## src/rtl/sram_slot_arbiter_pkg.sv

```systemverilog
// Shared constants and types for the Gigatron SRAM slot arbiter: slot phases,
// slot owners, lock-tracker states and the default starvation limit.
package sram_slot_arbiter_pkg;

  localparam logic [1:0] PH_A  = 2'd0;
  localparam logic [1:0] PH_B  = 2'd1;
  localparam logic [1:0] PH_G0 = 2'd2;
  localparam logic [1:0] PH_G1 = 2'd3;

  localparam int STARVE_LIMIT_DEF = 8;

  typedef enum logic [1:0] {
    OWN_NONE = 2'd0,
    OWN_VID  = 2'd1,
    OWN_DMA  = 2'd2
  } owner_e;

  typedef enum logic [1:0] {
    LK_SEARCH = 2'd0,
    LK_ONE    = 2'd1,
    LK_LOCKED = 2'd2
  } lock_state_e;

  // Fixed priority video > DMA, skipping a requester already holding a slot.
  function automatic owner_e pick_owner(input logic vid, input logic dma, input owner_e excl);
    if (vid && excl != OWN_VID) return OWN_VID;
    if (dma && excl != OWN_DMA) return OWN_DMA;
    return OWN_NONE;
  endfunction

endpackage

```

## src/rtl/sram_slot_arbiter_if.sv

```systemverilog
// Requester and SRAM-side signals of the slot arbiter, bundled for port lists.
interface sram_slot_arbiter_if #(
  parameter int ADDR_W = 19
);
  // Handshake: a requester raises req with addr/we/wdata and holds all of them
  // stable until ack; ack is a single-cycle pulse carrying rdata, and completes
  // exactly one transfer. req still high in the ack cycle is a fresh request.
  logic              vid_req;
  logic [ADDR_W-1:0] vid_addr;
  logic              vid_ack;
  logic [7:0]        vid_rdata;

  logic              dma_req;
  logic              dma_we;
  logic [ADDR_W-1:0] dma_addr;
  logic [7:0]        dma_wdata;
  logic              dma_ack;
  logic [7:0]        dma_rdata;

  logic [ADDR_W-1:0] ram_addr;
  logic              ram_drive;
  logic              ram_we_n;
  logic [7:0]        ram_dout;
  logic [7:0]        ram_din;

  modport slave (
    input  vid_req, vid_addr, dma_req, dma_we, dma_addr, dma_wdata, ram_din,
    output vid_ack, vid_rdata, dma_ack, dma_rdata,
    output ram_addr, ram_drive, ram_we_n, ram_dout
  );

  modport master (
    output vid_req, vid_addr, dma_req, dma_we, dma_addr, dma_wdata, ram_din,
    input  vid_ack, vid_rdata, dma_ack, dma_rdata,
    input  ram_addr, ram_drive, ram_we_n, ram_dout
  );

endinterface

```

## src/rtl/sram_slot_arbiter_tracker.sv

```systemverilog
// Tracks the Gigatron clock: synchronises it, finds its rising edge, runs the
// mod-4 slot phase and decides whether the phase is locked to that edge.
module gclk_phase_tracker
  import sram_slot_arbiter_pkg::*;
(
  input  logic        clk_i,
  input  logic        rst_i,
  input  logic        gclk_i,
  output logic [1:0]  phase_o,
  output logic        locked_o,
  output logic        locked_nxt_o,
  output lock_state_e state_o
);

  logic        sync1_q, sync2_q, sync3_q;
  logic [1:0]  phase_q, phase_d;
  logic [3:0]  gap_q, gap_d;
  lock_state_e state_q, state_d;
  logic        edge_det;
  logic        timeout;

  assign edge_det = sync2_q & ~sync3_q;
  // Eight consecutive edge-less cycles: the Gigatron clock has stopped.
  assign timeout  = !edge_det && (gap_q == 4'd7);

  always_ff @(posedge clk_i) begin
    if (rst_i) begin
      sync1_q <= 1'b0;
      sync2_q <= 1'b0;
      sync3_q <= 1'b0;
      phase_q <= PH_A;
      gap_q   <= 4'd0;
      state_q <= LK_SEARCH;
    end else begin
      sync1_q <= gclk_i;
      sync2_q <= sync1_q;
      sync3_q <= sync2_q;
      phase_q <= phase_d;
      gap_q   <= gap_d;
      state_q <= state_d;
    end
  end

  always_comb begin
    phase_d = edge_det ? PH_A : phase_q + 2'd1;
    gap_d   = gap_q;
    if (edge_det)           gap_d = 4'd0;
    else if (gap_q != 4'd8) gap_d = gap_q + 4'd1;

    state_d = state_q;
    if (edge_det) begin
      if (phase_q != PH_G1) begin
        state_d = LK_SEARCH;
      end else begin
        case (state_q)
          LK_SEARCH: state_d = LK_ONE;
          LK_ONE:    state_d = LK_LOCKED;
          LK_LOCKED: state_d = LK_LOCKED;
          default:   state_d = LK_SEARCH;
        endcase
      end
    end else if (timeout) begin
      state_d = LK_SEARCH;
    end
  end

  always_comb begin
    phase_o      = phase_q;
    locked_o     = (state_q == LK_LOCKED);
    locked_nxt_o = (state_d == LK_LOCKED);
    state_o      = state_q;
  end

endmodule

```

## src/rtl/sram_slot_arbiter.sv

```systemverilog
// Shares an SRAM between the Gigatron (phases 2-3) and two extension slots
// (phases 0-1) owned by a video fetcher and a DMA port.
module sram_slot_arbiter
  import sram_slot_arbiter_pkg::*;
#(
  parameter int ADDR_W       = 19,
  parameter int STARVE_LIMIT = STARVE_LIMIT_DEF
) (
  input  logic               CLKx4,
  input  logic               RST,
  input  logic               CLK,
  sram_slot_arbiter_if.slave bus,
  output logic               locked,
  output logic [1:0]         phase,
  output logic [3:0]         starve_cnt_o,
  output lock_state_e        lock_state_o
);

  logic [1:0]        phase_q;
  logic              locked_q, locked_nxt;
  lock_state_e       lock_state;

  owner_e            own_a, own_b;
  owner_e            own_b_q, own_b_d;
  owner_e            slot_own_q, slot_own_d;
  logic [ADDR_W-1:0] ram_addr_q, ram_addr_d;
  logic [7:0]        ram_dout_q, ram_dout_d;
  logic              ram_drive_q, ram_drive_d;
  logic              ram_we_n_q, ram_we_n_d;
  logic              vid_ack_q, vid_ack_d, dma_ack_q, dma_ack_d;
  logic [7:0]        vid_rdata_q, vid_rdata_d, dma_rdata_q, dma_rdata_d;
  logic [3:0]        starve_q, starve_d;
  logic              starved, grant_go, slot_b_go, dma_granted;

  gclk_phase_tracker u_tracker (
    .clk_i        (CLKx4),
    .rst_i        (RST),
    .gclk_i       (CLK),
    .phase_o      (phase_q),
    .locked_o     (locked_q),
    .locked_nxt_o (locked_nxt),
    .state_o      (lock_state)
  );

  // Both slots are granted only while lock holds now and after this edge, so
  // a lock loss cancels slot B but never cuts short a slot already running.
  assign grant_go    = locked_q && locked_nxt && (phase_q == PH_G1);
  assign slot_b_go   = locked_q && locked_nxt && (phase_q == PH_A);
  assign starved     = ({28'd0, starve_q} >= 32'(STARVE_LIMIT));
  assign dma_granted = grant_go && (own_a == OWN_DMA || own_b == OWN_DMA);

  always_comb begin
    own_a = pick_owner(bus.vid_req, bus.dma_req, OWN_NONE);
    if (starved && bus.dma_req && own_a != OWN_DMA) own_b = OWN_DMA;
    else                                              own_b = pick_owner(bus.vid_req, bus.dma_req, own_a);
  end

  always_comb begin
    own_b_d = own_b_q;
    if (phase_q == PH_G1) own_b_d = grant_go ? own_b : OWN_NONE;

    slot_own_d = OWN_NONE;
    if (grant_go)       slot_own_d = own_a;
    else if (slot_b_go) slot_own_d = own_b_q;

    ram_drive_d = (slot_own_d != OWN_NONE);
    ram_we_n_d  = !(slot_own_d == OWN_DMA && bus.dma_we);
    ram_addr_d  = ram_addr_q;
    ram_dout_d  = ram_dout_q;
    case (slot_own_d)
      OWN_VID: ram_addr_d = bus.vid_addr;
      OWN_DMA: begin
        ram_addr_d = bus.dma_addr;
        ram_dout_d = bus.dma_wdata;
      end
      default: ;
    endcase

    // Ack lands one cycle after the slot, with the byte sampled as it closes.
    vid_ack_d   = (slot_own_q == OWN_VID);
    dma_ack_d   = (slot_own_q == OWN_DMA);
    vid_rdata_d = (slot_own_q == OWN_VID) ? bus.ram_din : vid_rdata_q;
    dma_rdata_d = (slot_own_q == OWN_DMA && ram_we_n_q) ? bus.ram_din : dma_rdata_q;

    starve_d = starve_q;
    if (!bus.dma_req || dma_granted)                  starve_d = 4'd0;
    else if (phase_q == PH_G1 && starve_q != 4'hF)    starve_d = starve_q + 4'd1;
  end

  always_ff @(posedge CLKx4) begin
    if (RST) begin
      own_b_q     <= OWN_NONE;
      slot_own_q  <= OWN_NONE;
      ram_addr_q  <= '0;
      ram_dout_q  <= 8'h00;
      ram_drive_q <= 1'b0;
      ram_we_n_q  <= 1'b1;
      vid_ack_q   <= 1'b0;
      dma_ack_q   <= 1'b0;
      vid_rdata_q <= 8'h00;
      dma_rdata_q <= 8'h00;
      starve_q    <= 4'd0;
    end else begin
      own_b_q     <= own_b_d;
      slot_own_q  <= slot_own_d;
      ram_addr_q  <= ram_addr_d;
      ram_dout_q  <= ram_dout_d;
      ram_drive_q <= ram_drive_d;
      ram_we_n_q  <= ram_we_n_d;
      vid_ack_q   <= vid_ack_d;
      dma_ack_q   <= dma_ack_d;
      vid_rdata_q <= vid_rdata_d;
      dma_rdata_q <= dma_rdata_d;
      starve_q    <= starve_d;
    end
  end

  assign bus.ram_addr  = ram_addr_q;
  assign bus.ram_dout  = ram_dout_q;
  assign bus.ram_drive = ram_drive_q;
  assign bus.ram_we_n  = ram_we_n_q;
  assign bus.vid_ack   = vid_ack_q;
  assign bus.vid_rdata = vid_rdata_q;
  assign bus.dma_ack   = dma_ack_q;
  assign bus.dma_rdata = dma_rdata_q;

  assign locked        = locked_q;
  assign phase         = phase_q;
  assign starve_cnt_o  = starve_q;
  assign lock_state_o  = lock_state;

endmodule

```

## src/flat_wrapper.sv

```systemverilog
// flat-port wrapper written by rule: the top's interface ports become plain ports
module sram_slot_arbiter_flat import sram_slot_arbiter_pkg::*;
#(
  parameter int ADDR_W       = 19,
  parameter int STARVE_LIMIT = STARVE_LIMIT_DEF
)
  (CLKx4, RST, CLK, locked, phase, starve_cnt_o, lock_state_o, bus_vid_req, bus_vid_addr, bus_dma_req, bus_dma_we, bus_dma_addr, bus_dma_wdata, bus_ram_din, bus_vid_ack, bus_vid_rdata, bus_dma_ack, bus_dma_rdata, bus_ram_addr, bus_ram_drive, bus_ram_we_n, bus_ram_dout);
  sram_slot_arbiter_if #(.ADDR_W(ADDR_W)) bus_i ();
  input  logic CLKx4;
  input  logic RST;
  input  logic CLK;
  output logic locked;
  output logic [1:0] phase;
  output logic [3:0] starve_cnt_o;
  output lock_state_e lock_state_o;
  input wire logic [$bits(bus_i.vid_req)-1:0] bus_vid_req;
  input wire logic [$bits(bus_i.vid_addr)-1:0] bus_vid_addr;
  input wire logic [$bits(bus_i.dma_req)-1:0] bus_dma_req;
  input wire logic [$bits(bus_i.dma_we)-1:0] bus_dma_we;
  input wire logic [$bits(bus_i.dma_addr)-1:0] bus_dma_addr;
  input wire logic [$bits(bus_i.dma_wdata)-1:0] bus_dma_wdata;
  input wire logic [$bits(bus_i.ram_din)-1:0] bus_ram_din;
  output wire logic [$bits(bus_i.vid_ack)-1:0] bus_vid_ack;
  output wire logic [$bits(bus_i.vid_rdata)-1:0] bus_vid_rdata;
  output wire logic [$bits(bus_i.dma_ack)-1:0] bus_dma_ack;
  output wire logic [$bits(bus_i.dma_rdata)-1:0] bus_dma_rdata;
  output wire logic [$bits(bus_i.ram_addr)-1:0] bus_ram_addr;
  output wire logic [$bits(bus_i.ram_drive)-1:0] bus_ram_drive;
  output wire logic [$bits(bus_i.ram_we_n)-1:0] bus_ram_we_n;
  output wire logic [$bits(bus_i.ram_dout)-1:0] bus_ram_dout;
  assign bus_i.vid_req = bus_vid_req;
  assign bus_i.vid_addr = bus_vid_addr;
  assign bus_i.dma_req = bus_dma_req;
  assign bus_i.dma_we = bus_dma_we;
  assign bus_i.dma_addr = bus_dma_addr;
  assign bus_i.dma_wdata = bus_dma_wdata;
  assign bus_i.ram_din = bus_ram_din;
  assign bus_vid_ack = bus_i.vid_ack;
  assign bus_vid_rdata = bus_i.vid_rdata;
  assign bus_dma_ack = bus_i.dma_ack;
  assign bus_dma_rdata = bus_i.dma_rdata;
  assign bus_ram_addr = bus_i.ram_addr;
  assign bus_ram_drive = bus_i.ram_drive;
  assign bus_ram_we_n = bus_i.ram_we_n;
  assign bus_ram_dout = bus_i.ram_dout;
  sram_slot_arbiter #(.ADDR_W(ADDR_W), .STARVE_LIMIT(STARVE_LIMIT)) u_core (.CLKx4(CLKx4), .RST(RST), .CLK(CLK), .bus(bus_i), .locked(locked), .phase(phase), .starve_cnt_o(starve_cnt_o), .lock_state_o(lock_state_o));
endmodule
```

## config.mk

```make
export PLATFORM = sky130hd
export DESIGN_NAME = sram_slot_arbiter_flat
export DESIGN_NICKNAME = d
export VERILOG_FILES = /design/src/rtl/sram_slot_arbiter_pkg.sv /design/src/rtl/sram_slot_arbiter_if.sv /design/src/rtl/sram_slot_arbiter_tracker.sv /design/src/rtl/sram_slot_arbiter.sv /design/src/flat_wrapper.sv
export SDC_FILE = /design/constraint.sdc
export NUM_CORES = 1
export LEC_CHECK = 0
export CORE_UTILIZATION = 46
export CTS_BUF_LIST = sky130_fd_sc_hd__clkbuf_8 sky130_fd_sc_hd__clkbuf_16
export CTS_CLUSTER_DIAMETER = 30
export DETAILED_ROUTE_END_ITERATION = 7
export GPL_TIMING_DRIVEN = 0
export PLACE_DENSITY = 0.86
export SLEW_MARGIN = 10
export SYNTH_ARGS = -nofsm -noshare
export SYNTH_HDL_FRONTEND = slang
export SYNTH_SLANG_ARGS = --single-unit
```

## constraint.sdc

```tcl
create_clock -name CLKx4 -period 5.53 [get_ports CLKx4]
set_input_delay 1.3825 -clock CLKx4 [delete_from_list [all_inputs] [get_ports CLKx4]]
set_output_delay 1.3825 -clock CLKx4 [all_outputs]
set_load 0.01 [all_outputs]
```

### Word-level counts from Yosys, hierarchy flattened

Cells that the tools add are included.

| cells by class | value |
|---|---|
| add/subtract/negate cells | 3 |
| reduce and logical (&&, ||, !) cells | 24 |
| equality and inequality tests | 16 |
| mux-type cells | 25 |
| magnitude comparators | 1 |
| bitwise logic cells | 2 |

Operators by type and width:

| kind | number |
|---|---|
| $pmux 19 s2 | 1 |
| $mux 2 | 15 |
| $eq 2x2->1 const B | 7 |
| $logic_and 1x1->1 | 12 |
| $add 4x1->4 const B | 2 |
| $mux 1 | 8 |
| $ne 4x4->1 const B | 2 |
| $eq 2x1->1 const B | 3 |
| $reduce_or 2->1 | 3 |
| $eq 4x3->1 const B | 1 |
| $ge 4x4->1 const B | 1 |
| $logic_not 2->1 | 2 |
| $ne 2x2->1 const B | 2 |
| $pmux 2 s2 | 1 |
| $reduce_bool 2->1 | 2 |
| $logic_not 1->1 | 3 |
| $add 2x1->2 const B | 1 |
| $logic_or 1x1->1 | 2 |
| $ne 2x1->1 const B | 1 |
| $and 1x1->1 | 1 |
| $not 1->1 | 1 |

| storage, ports and cells | value |
|---|---|
| logic and storage cells | 88 |
| bits of input ports | 60 |
| output and inout port bits | 56 |
| flip-flop bits (word level) | 66 |

### Logic depth before layout (Yosys ltp)

Gate-level depths: netlist (run 1).

| logic depth | value |
|---|---|
| depth after elaboration | 18 |
| mapped depth | 12 |

### Modules after synthesis

From an unflattened synthesis (run 1), not the netlist that was laid out.

| second synthesis, totals | value |
|---|---|
| cell total of the unflattened synthesis | 279 |
| area, all modules | 2776.4 um^2 |

By module, submodules not included:

| module | area each (um^2) | cells an instance | times used | seq. area each (um^2) |
|---|---|---|---|---|
| sram_slot_arbiter | 2298.5 | 229 | 1 | 1101.1 |
| gclk_phase_tracker | 478.0 | 50 | 1 | 220.2 |

### Worst setup path before layout (run 1)

No wires, ideal clock.

| timing | value |
|---|---|
| path kind | input to register |
| start point | input port bus_vid_req |
| end point | register u_core.ram_addr_q[17], in the netlist u_core.bus.ram_addr[17] |
| slack | 2703 ps |
| library setup time | 128 ps |
| path buffers | 2 |
| arrival | 2700 ps |
| cell stages on the path | 10 |
| data required time | 5402 ps |
| cell sequence | nand3b_1 -> o21ai_0 -> o211ai_1 -> inv_1 -> ha_1 -> buf_2 -> buf_1 -> nor2_1 -> a21oi_1 -> nor2_1 |

| on the way | value |
|---|---|
| cells in the longest elaborated chain, start to end | 5 |
| elaborated cells on any way between the ends | 7 |

Ends and longest elaborated chain:

| item | RTL line | source |
|---|---|---|
| start: declaration | flat_wrapper.sv:16 | `input wire logic [$bits(bus_i.vid_req)-1:0] bus_vid_req;` |
| $mux 1 (*) | sram_slot_arbiter_pkg.sv:26 | `if (vid && excl != OWN_VID) return OWN_VID;` |
| $mux 2 (*) | sram_slot_arbiter_pkg.sv:27 | `if (dma && excl != OWN_DMA) return OWN_DMA;` |
| $mux 2 (*) | sram_slot_arbiter.sv:63 | `if (grant_go) slot_own_d = own_a;` |
| named net u_core.slot_own_d[1] | sram_slot_arbiter.sv:25 | `owner_e slot_own_q, slot_own_d;` |
| $eq 2x2->1 or $eq 2x1->1 (tied branches) | sram_slot_arbiter.sv:70 | `case (slot_own_d)` |
| $pmux 19 s2 or $reduce_bool 2->1 (tied branches) | - |  |
| end signal: assignment | sram_slot_arbiter.sv:106 | `ram_addr_q <= ram_addr_d;` |
| end: declaration | sram_slot_arbiter.sv:26 | `logic [ADDR_W-1:0] ram_addr_q, ram_addr_d;` |

Mark *: on every way through the listed nets, which the timed path passes. The rest lies on a longest branch.
A chain may end at the register's enable or synchronous reset.

### Worst setup path in the final report (run 1)

Ends and elaborated chain as after synthesis.

==> results of run 1 <==
## layout make-up
cell class,instances,share of cell area [%]
clock buffers,10,3.29
clock inverters,6,1.38
well taps,72,2.15
repair buffers,115,27.5
plain buffers,17,1.70
flip-flops and latches,66,31.6
inverters,12,1.08
multi-input cells,211,31.3
## synth_stat cells, drive strengths merged
library cell   n  area share, %
xnor2          2           0.64
nand3b         5            1.8
and4b          1           0.36
buf           10            1.6
ha            11            5.0
nand2b         3           0.68
nor3b          2           0.55
a211oi         1           0.46
mux2i         36             13
a21oi         30            5.5
or2            2           0.55
and4           1           0.41
nor3           1           0.18
o31ai          1           0.27
inv           12            1.6
xor2           1           0.32
a31o           1           0.32
and2           1           0.23
or2b           1           0.27
nor2b          6            1.4
nor2          65            8.9
clkbuf         7           0.96
nand2         23            3.1
a22o           1           0.32
dfxtp         66             48
o211ai         1           0.27
a21o           1           0.27
nand4          2           0.46
nand3          7            1.3
o21ai          3           0.55
a31oi          1           0.23
nand4b         1           0.32
## flip-flops by register name (all words and copies together) (netlist names)
register / cells
u_core.u_tracker.sync3_q: 1
u_core.bus.dma_rdata: 8
u_core.u_tracker.gap_q: 4
u_core.u_tracker.sync1_q: 1
u_core.bus.vid_ack: 1
u_core.bus.ram_addr: 19
u_core.bus.ram_drive: 1
u_core.u_tracker.phase_o: 2
u_core.bus.vid_rdata: 8
u_core.slot_own_q: 2
u_core.starve_cnt_o: 4
u_core.bus.dma_ack: 1
u_core.u_tracker.sync2_q: 1
u_core.own_b_q: 2
u_core.bus.ram_we_n: 1
u_core.u_tracker.state_o: 2
u_core.bus.ram_dout: 8
## cell families after synthesis
logic type | Yosys count | synth area share (%)
compound gates | 40 | 8.15
flops | 66 | 48.1
mux | 36 | 13.1
fa+ha+maj | 11 | 5.01
buf+inv | 29 | 4.23
simple gates | 121 | 20.5
xor+xnor | 3 | 0.956
## metal layers
layer | part of all wire (%) | global-route usage (%) | vias up
li1 | - | - | 1266
met1 | 41 | 23.6 | 1173
met2 | 49 | 38.7 | 95
met3 | 7.4 | 6.55 | 17
met4 | 2.8 | 13.3 | 0
met5 | 0 | 0 | -
## metrics by stage
stage | hold slack [ns] | power [uW] | util [%] | worst slack [ns]
floorplan | 0.414 | 517 | - | 2.70
global placement | 0.419 | 569 | 70.7 | 1.93
detailed placement | 0.428 | 571 | 70.7 | 1.91
CTS | 0.449 | 960 | 74.2 | 2.27
global route | 0.468 | 989 | 74.2 | 2.07
finish | 0.442 | 951 | 74.2 | 2.26
## report_power, final
group	leakage (uW)	internal [uW]	switching [uW]
Clock	0.000107	217	174
Sequential	0.000533	479	3.88
Combinational	0.000978	49.9	26.6
Total	0.00162	746	205
## worst paths after layout
check	slack [ns]	to	from
worst max-delay path	2.26	u_core.bus.ram_addr[17]$_SDFFE_PP0P_	bus_vid_req
worst max register to register	2.86	u_core.bus.ram_addr[17]$_SDFFE_PP0P_	u_core.u_tracker.state_o[1]$_SDFF_PP0_
worst min-delay path	0.44	u_core.u_tracker.sync2_q$_SDFF_PP0_	u_core.u_tracker.sync1_q$_SDFF_PP0_
worst min register to register	0.44	u_core.u_tracker.sync2_q$_SDFF_PP0_	u_core.u_tracker.sync1_q$_SDFF_PP0_
## worst reg2reg max path: stages, from the launching register on
cell	delay [ns]
dfxtp_1	0.39
inv_1	0.07
ha_1	0.28
nand4b_1	0.16
nor2_1	0.16
or2_4	0.15
nand3_1	0.15
ha_1	0.34
buf_2	0.21
buf_1	0.37
nor2_1	0.10
a21oi_1	0.13
nor2_1	0.05
==> results.sh, run 1 <==
export IMPL_syn_area_per_cell_um2=8.98
export IMPL_start_kind="input port"
export IMPL_cpPeakStageDelay_ns=0.47
export IMPL_dpl_cell_area_um2=3990
export IMPL_die_area_um2=6290
export IMPL_grt_overflow_total=0
export IMPL_fmax_ghz=0.306
export IMPL_reg2regPathDepth=12
export IMPL_cp_end_kind="register"
export IMPL_gp_congestion=0.781
export IMPL_status="completed"
export IMPL_synthesis_nets=377
export IMPL_fp_dieH_um=79.3
export IMPL_post_drt_wl_per_cell_um=13.3
export IMPL_core_area_um2=5640
export IMPL_vias_per_cell=5.01
export IMPL_report_final_slew_viol_count=0
export IMPL_multi_input_area_um2=1310
export IMPL_setup_violations=0
export IMPL_path_cells="clkdlybuf4s50_1 > nand3b_1 > o21ai_0 > o211ai_1 > inv_1 > ha_1 > buf_2 > buf_1 > nor2_1 > a21oi_1 > nor2_1"
export IMPL_post_cts_buffers=0
export IMPL_critical_path_top_delay_family="buffers and inverters"
export IMPL_dr_pass1_iters=4
export IMPL_cp_num_cells=11
export IMPL_setup_worst_path_class="input port to register"
export IMPL_ant_nets=0
export IMPL_final_common_cell="clkdlybuf4s50_1"
export IMPL_cts_max_level=3
export IMPL_cap_viol_max_count=0
export IMPL_fp_row_count=27
export IMPL_cpMostUsedCell="nor2_1"
export IMPL_cts_tree="built"
export IMPL_die_w_um=79.3
export IMPL_period_minus_slack_ns=3.27
export IMPL_first_iter_violations=106
export IMPL_port_buffers=115
export IMPL_worst_path_buf_inv=4
export IMPL_ir_drop_uv=163
export IMPL_yosysUniqueCellTypes=35
export IMPL_clkTransAtPathRegs_ns=0.07
export IMPL_ys_warnings_count=0
export IMPL_num_antenna_cells=0
export IMPL_cts_resized=0
export IMPL_cp_required_ns=5.74
export IMPL_antenna_found_initial=0
export IMPL_track_usage_pct=22.2
export IMPL_finalNonFillerCells=509
export IMPL_finalHoldViolCount=0
export IMPL_cts_hold_buffers=0
export IMPL_stdcell_area_um2=4190
export IMPL_fillers=432
export IMPL_grt_pass1_vias=2421
export IMPL_final_nets=503
export IMPL_dpl_hpwl_um=5120
export IMPL_grt_max_degree=12
export IMPL_worstMarginPinSlew_ns=0.534
export IMPL_crit_arrival_ns=3.48
export IMPL_area_delta_synth_final_pct=52.3
export IMPL_hold_class="register to register"
export IMPL_power_leakage_uw=0.00162
export IMPL_syn_inst=306
export IMPL_ios=116
export IMPL_clock_path_buffers=2
export IMPL_start_util_pct=48.7
export IMPL_path_max_fanout=10
export IMPL_numCtsBuffers=9
export IMPL_num_vias=2551
export IMPL_worst_clock_skew_ns=0.00759
export IMPL_slowest_stage="clkdlybuf4s50_1"
export IMPL_slew_headroom_pct=64.4
export IMPL_syn_area_um2=2750
export IMPL_yosysSeqAreaShare_pct=48.1
export IMPL_regArea_um2=1320
export IMPL_power_density_nw_per_um2=227
export IMPL_drive_above_1_share_pct=6.18
export IMPL_fin_crit_sh_pct=59.1
export IMPL_clk_insertion_delay_late_ns=0.34
export IMPL_placed_cells=493
export IMPL_hold_depth=1
export IMPL_drt_wl_total_um=6760
export IMPL_cts_root_buf="clkbuf_8"
export IMPL_most_common_layout_cells="115 x clkdlybuf4s50_1, 66 x dfxtp_1, 65 x nor2_1"
export IMPL_fin_setup_tns_ns=0
export IMPL_grt_pass1_wl_um=10700
export IMPL_clock_sinks=66
export IMPL_rsz0062_at_grt="false"
export IMPL_synth_seq_cells=66
export IMPL_drc_errors=0
No activity file was read; power rests on OpenSTA's default activity.
==> inputs of run 2 (changes only) <==
- CORE_UTILIZATION: 46 -> 38
- PLACE_DENSITY: 0.86 -> 0.76
- clock period: 5.53 -> 2.6 ns (I/O delays scaled with it)
==> run 2 against run 1 <==
Sequential power up 110%. First-iteration DRC count fell by 42%. Global-route usage is 3.9 points lower. Count of clock-buffer cells in the layout shrank 1. Utilization is 12 points lower. Combinational power grew 110%. Clock power grew 140%. Design area up 2.6%. Critical path type is now register to register. Highest routed layer unchanged.
==> results.sh, run 2 (same netlist as run 1, synthesis figures left out) <==
export IMPL_dpl_hpwl_um=4870
export IMPL_globalRouteMet2Util_pct=29.9
export IMPL_power_leakage_uw=0.00164
export IMPL_whs_ns=0.439
export IMPL_cts_root_buf="clkbuf_8"
export IMPL_first_iter_violations=62
export IMPL_track_usage_pct=18.3
export IMPL_slew_headroom_pct=66.7
export IMPL_report_final_slew_viol_count=0
export IMPL_drive_above_1_share_pct=8.88
export IMPL_setup_worst_path_class="register to register"
export IMPL_area_delta_synth_final_pct=56.3
export IMPL_setup_worst_path_end="u_core.bus.ram_addr[16]$_SDFFE_PP0P_"
export IMPL_finalHoldViolCount=0
export IMPL_grt_busiest_layer="met2"
export IMPL_cts_tree="built"
export IMPL_fin_crit_sh_pct=92.7
export IMPL_post_drt_wl_per_cell_um=12.2
export IMPL_grt_overflow_total=0
export IMPL_use_met1_pct=21.7
export IMPL_grt_pass1_wl_um=10700
export IMPL_setup_violations=0
export IMPL_fp_dieH_um=87.1
export IMPL_clkTransAtPathRegs_ns=0.07
export IMPL_fin_ws_ns=0.189
export IMPL_pre_cts_ws_ns=-0.325
export IMPL_clock_sinks=66
export IMPL_power_density_nw_per_um2=500
export IMPL_cap_viol_max_count=0
export IMPL_numCtsBuffers=9
export IMPL_drt_wl_total_um=6520
export IMPL_period_minus_slack_ns=2.41
export IMPL_dr_pass1_iters=6
export IMPL_start_util_pct=39.8
export IMPL_die_w_um=87.1
export IMPL_num_antenna_cells=0
export IMPL_fmax_ghz=0.415
export IMPL_worstMarginPinSlew_ns=0.500
export IMPL_rrSetupSlack_ns=0.19
export IMPL_start_kind="register"
export IMPL_grt_pass1_vias=2418
export IMPL_ir_drop_uv=311
export IMPL_ios=116
export IMPL_hold_class="register to register"
export IMPL_cts_hold_buffers=0
export IMPL_cp_required_ns=2.81
export IMPL_status="completed"
export IMPL_worstReg2RegStart="u_core.u_tracker.state_o[0]$_SDFF_PP0_"
export IMPL_clk_insertion_delay_late_ns=0.33
export IMPL_num_vias=2513
export IMPL_port_buffers=115
export IMPL_r2r_end="u_core.bus.ram_addr[16]$_SDFFE_PP0P_"
export IMPL_gp_congestion=0.760
export IMPL_largest_register_ffs=19
export IMPL_core_area_um2=6910
export IMPL_fp_row_count=30
export IMPL_vias_per_cell=4.70
export IMPL_cp_end_kind="register"
export IMPL_path_max_fanout=10
export IMPL_most_common_layout_cells="115 x clkdlybuf4s50_1, 65 x nor2_1, 63 x dfxtp_1"
export IMPL_ant_nets=0
export IMPL_die_area_um2=7580
export IMPL_final_nets=505
export IMPL_grtUsageMet3_pct=5.59
export IMPL_fin_setup_tns_ns=0
export IMPL_worst_clock_skew_ns=0.00695
export IMPL_reg2regPathDepth=11
export IMPL_drc_errors=0
export IMPL_grt_max_degree=14
export IMPL_antenna_found_initial=0
export IMPL_final_common_cell="clkdlybuf4s50_1"
export IMPL_crit_arrival_ns=2.62
export IMPL_dpl_cell_area_um2=4020
export IMPL_fillers=603
export IMPL_startpoint="u_core.u_tracker.state_o[0]$_SDFF_PP0_"
export IMPL_cts_max_level=3
export IMPL_clock_path_buffers=2
export IMPL_stdcell_area_um2=4300
-- run 2: cell count changes in the layout (fill, tap and decap cells not counted), moves of 3 or more --
cell      previous run  this run
clkinv_2             3         0
clkbuf_4             0         4
buf_2                6         3
dfxtp_2              0         3
dfxtp_1             66        63
-- run 2: how the worst min path moves through the flow --
stage / start / endpoint / slack [ns] / cells past startpoint
5_1_grt: u_core.u_tracker.sync1_q$_SDFF_PP0_ / u_core.u_tracker.sync2_q$_SDFF_PP0_ / 0.46 / 1
3_5_place_dp: u_core.u_tracker.sync1_q$_SDFF_PP0_ / u_core.u_tracker.sync2_q$_SDFF_PP0_ / 0.43 / 1
6_report: u_core.u_tracker.sync1_q$_SDFF_PP0_ / u_core.u_tracker.sync2_q$_SDFF_PP0_ / 0.44 / 1
2_1_floorplan: u_core.u_tracker.sync1_q$_SDFF_PP0_ / u_core.u_tracker.sync2_q$_SDFF_PP0_ / 0.41 / 1
3_3_place_gp: u_core.u_tracker.sync1_q$_SDFF_PP0_ / u_core.u_tracker.sync2_q$_SDFF_PP0_ / 0.42 / 1
4_1_cts: u_core.u_tracker.sync1_q$_SDFF_PP0_ / u_core.u_tracker.sync2_q$_SDFF_PP0_ / 0.44 / 1
-- run 2: final cells by class --
type                       count  area [um2]  area share, %
sequential                    66        1330           30.8
multi-input combinational    211        1320           30.8
timing repair buffer         117        1170           27.1
clock buffer                   9         124           2.88
tap                           96         120           2.80
clock inverter                 7         103           2.39
buffer                        17        91.3           2.13
inverter                      12        45.0           1.05
-- run 2: metal layers --
layer | vias up | share of wire, %
met1 | 1144 | 42
li1 | 1266 | -
met5 | - | 0
met4 | 0 | 2.1
met3 | 14 | 7.2
met2 | 89 | 48
-- run 2: critical path, cell delays in order, from the launching register on --
cell	delay (ns)
dfxtp_1	0.36
inv_1	0.09
ha_1	0.29
nand4b_1	0.11
nor2_1	0.07
o211ai_1	0.32
inv_1	0.11
ha_1	0.33
clkbuf_4	0.20
clkbuf_4	0.21
a21oi_1	0.15
nor2_1	0.05
-- run 2: what timing repair did --
action | CTS | global route
gates cloned | 0 | 0
pin swaps | 0 | 2
gates resized for setup | 1 | 17
setup endpoints to repair | 10 | 19
buffers inserted | 0 | 2
-- run 2: power by group --
group	internal, uW	switching [uW]
clock network	548	410
registers	1020	8.29
logic	106	56.4
-- run 2: metrics by stage --
step / utilization [%] / power [uW] / cells
global route: 62.2 / 2240 / 535
floorplan: - / 1100 / 306
detailed placement: 58.2 / 1210 / 517
CTS: 61.5 / 2170 / 533
global placement: 58.2 / 1210 / 517
finish: 62.2 / 2150 / 535
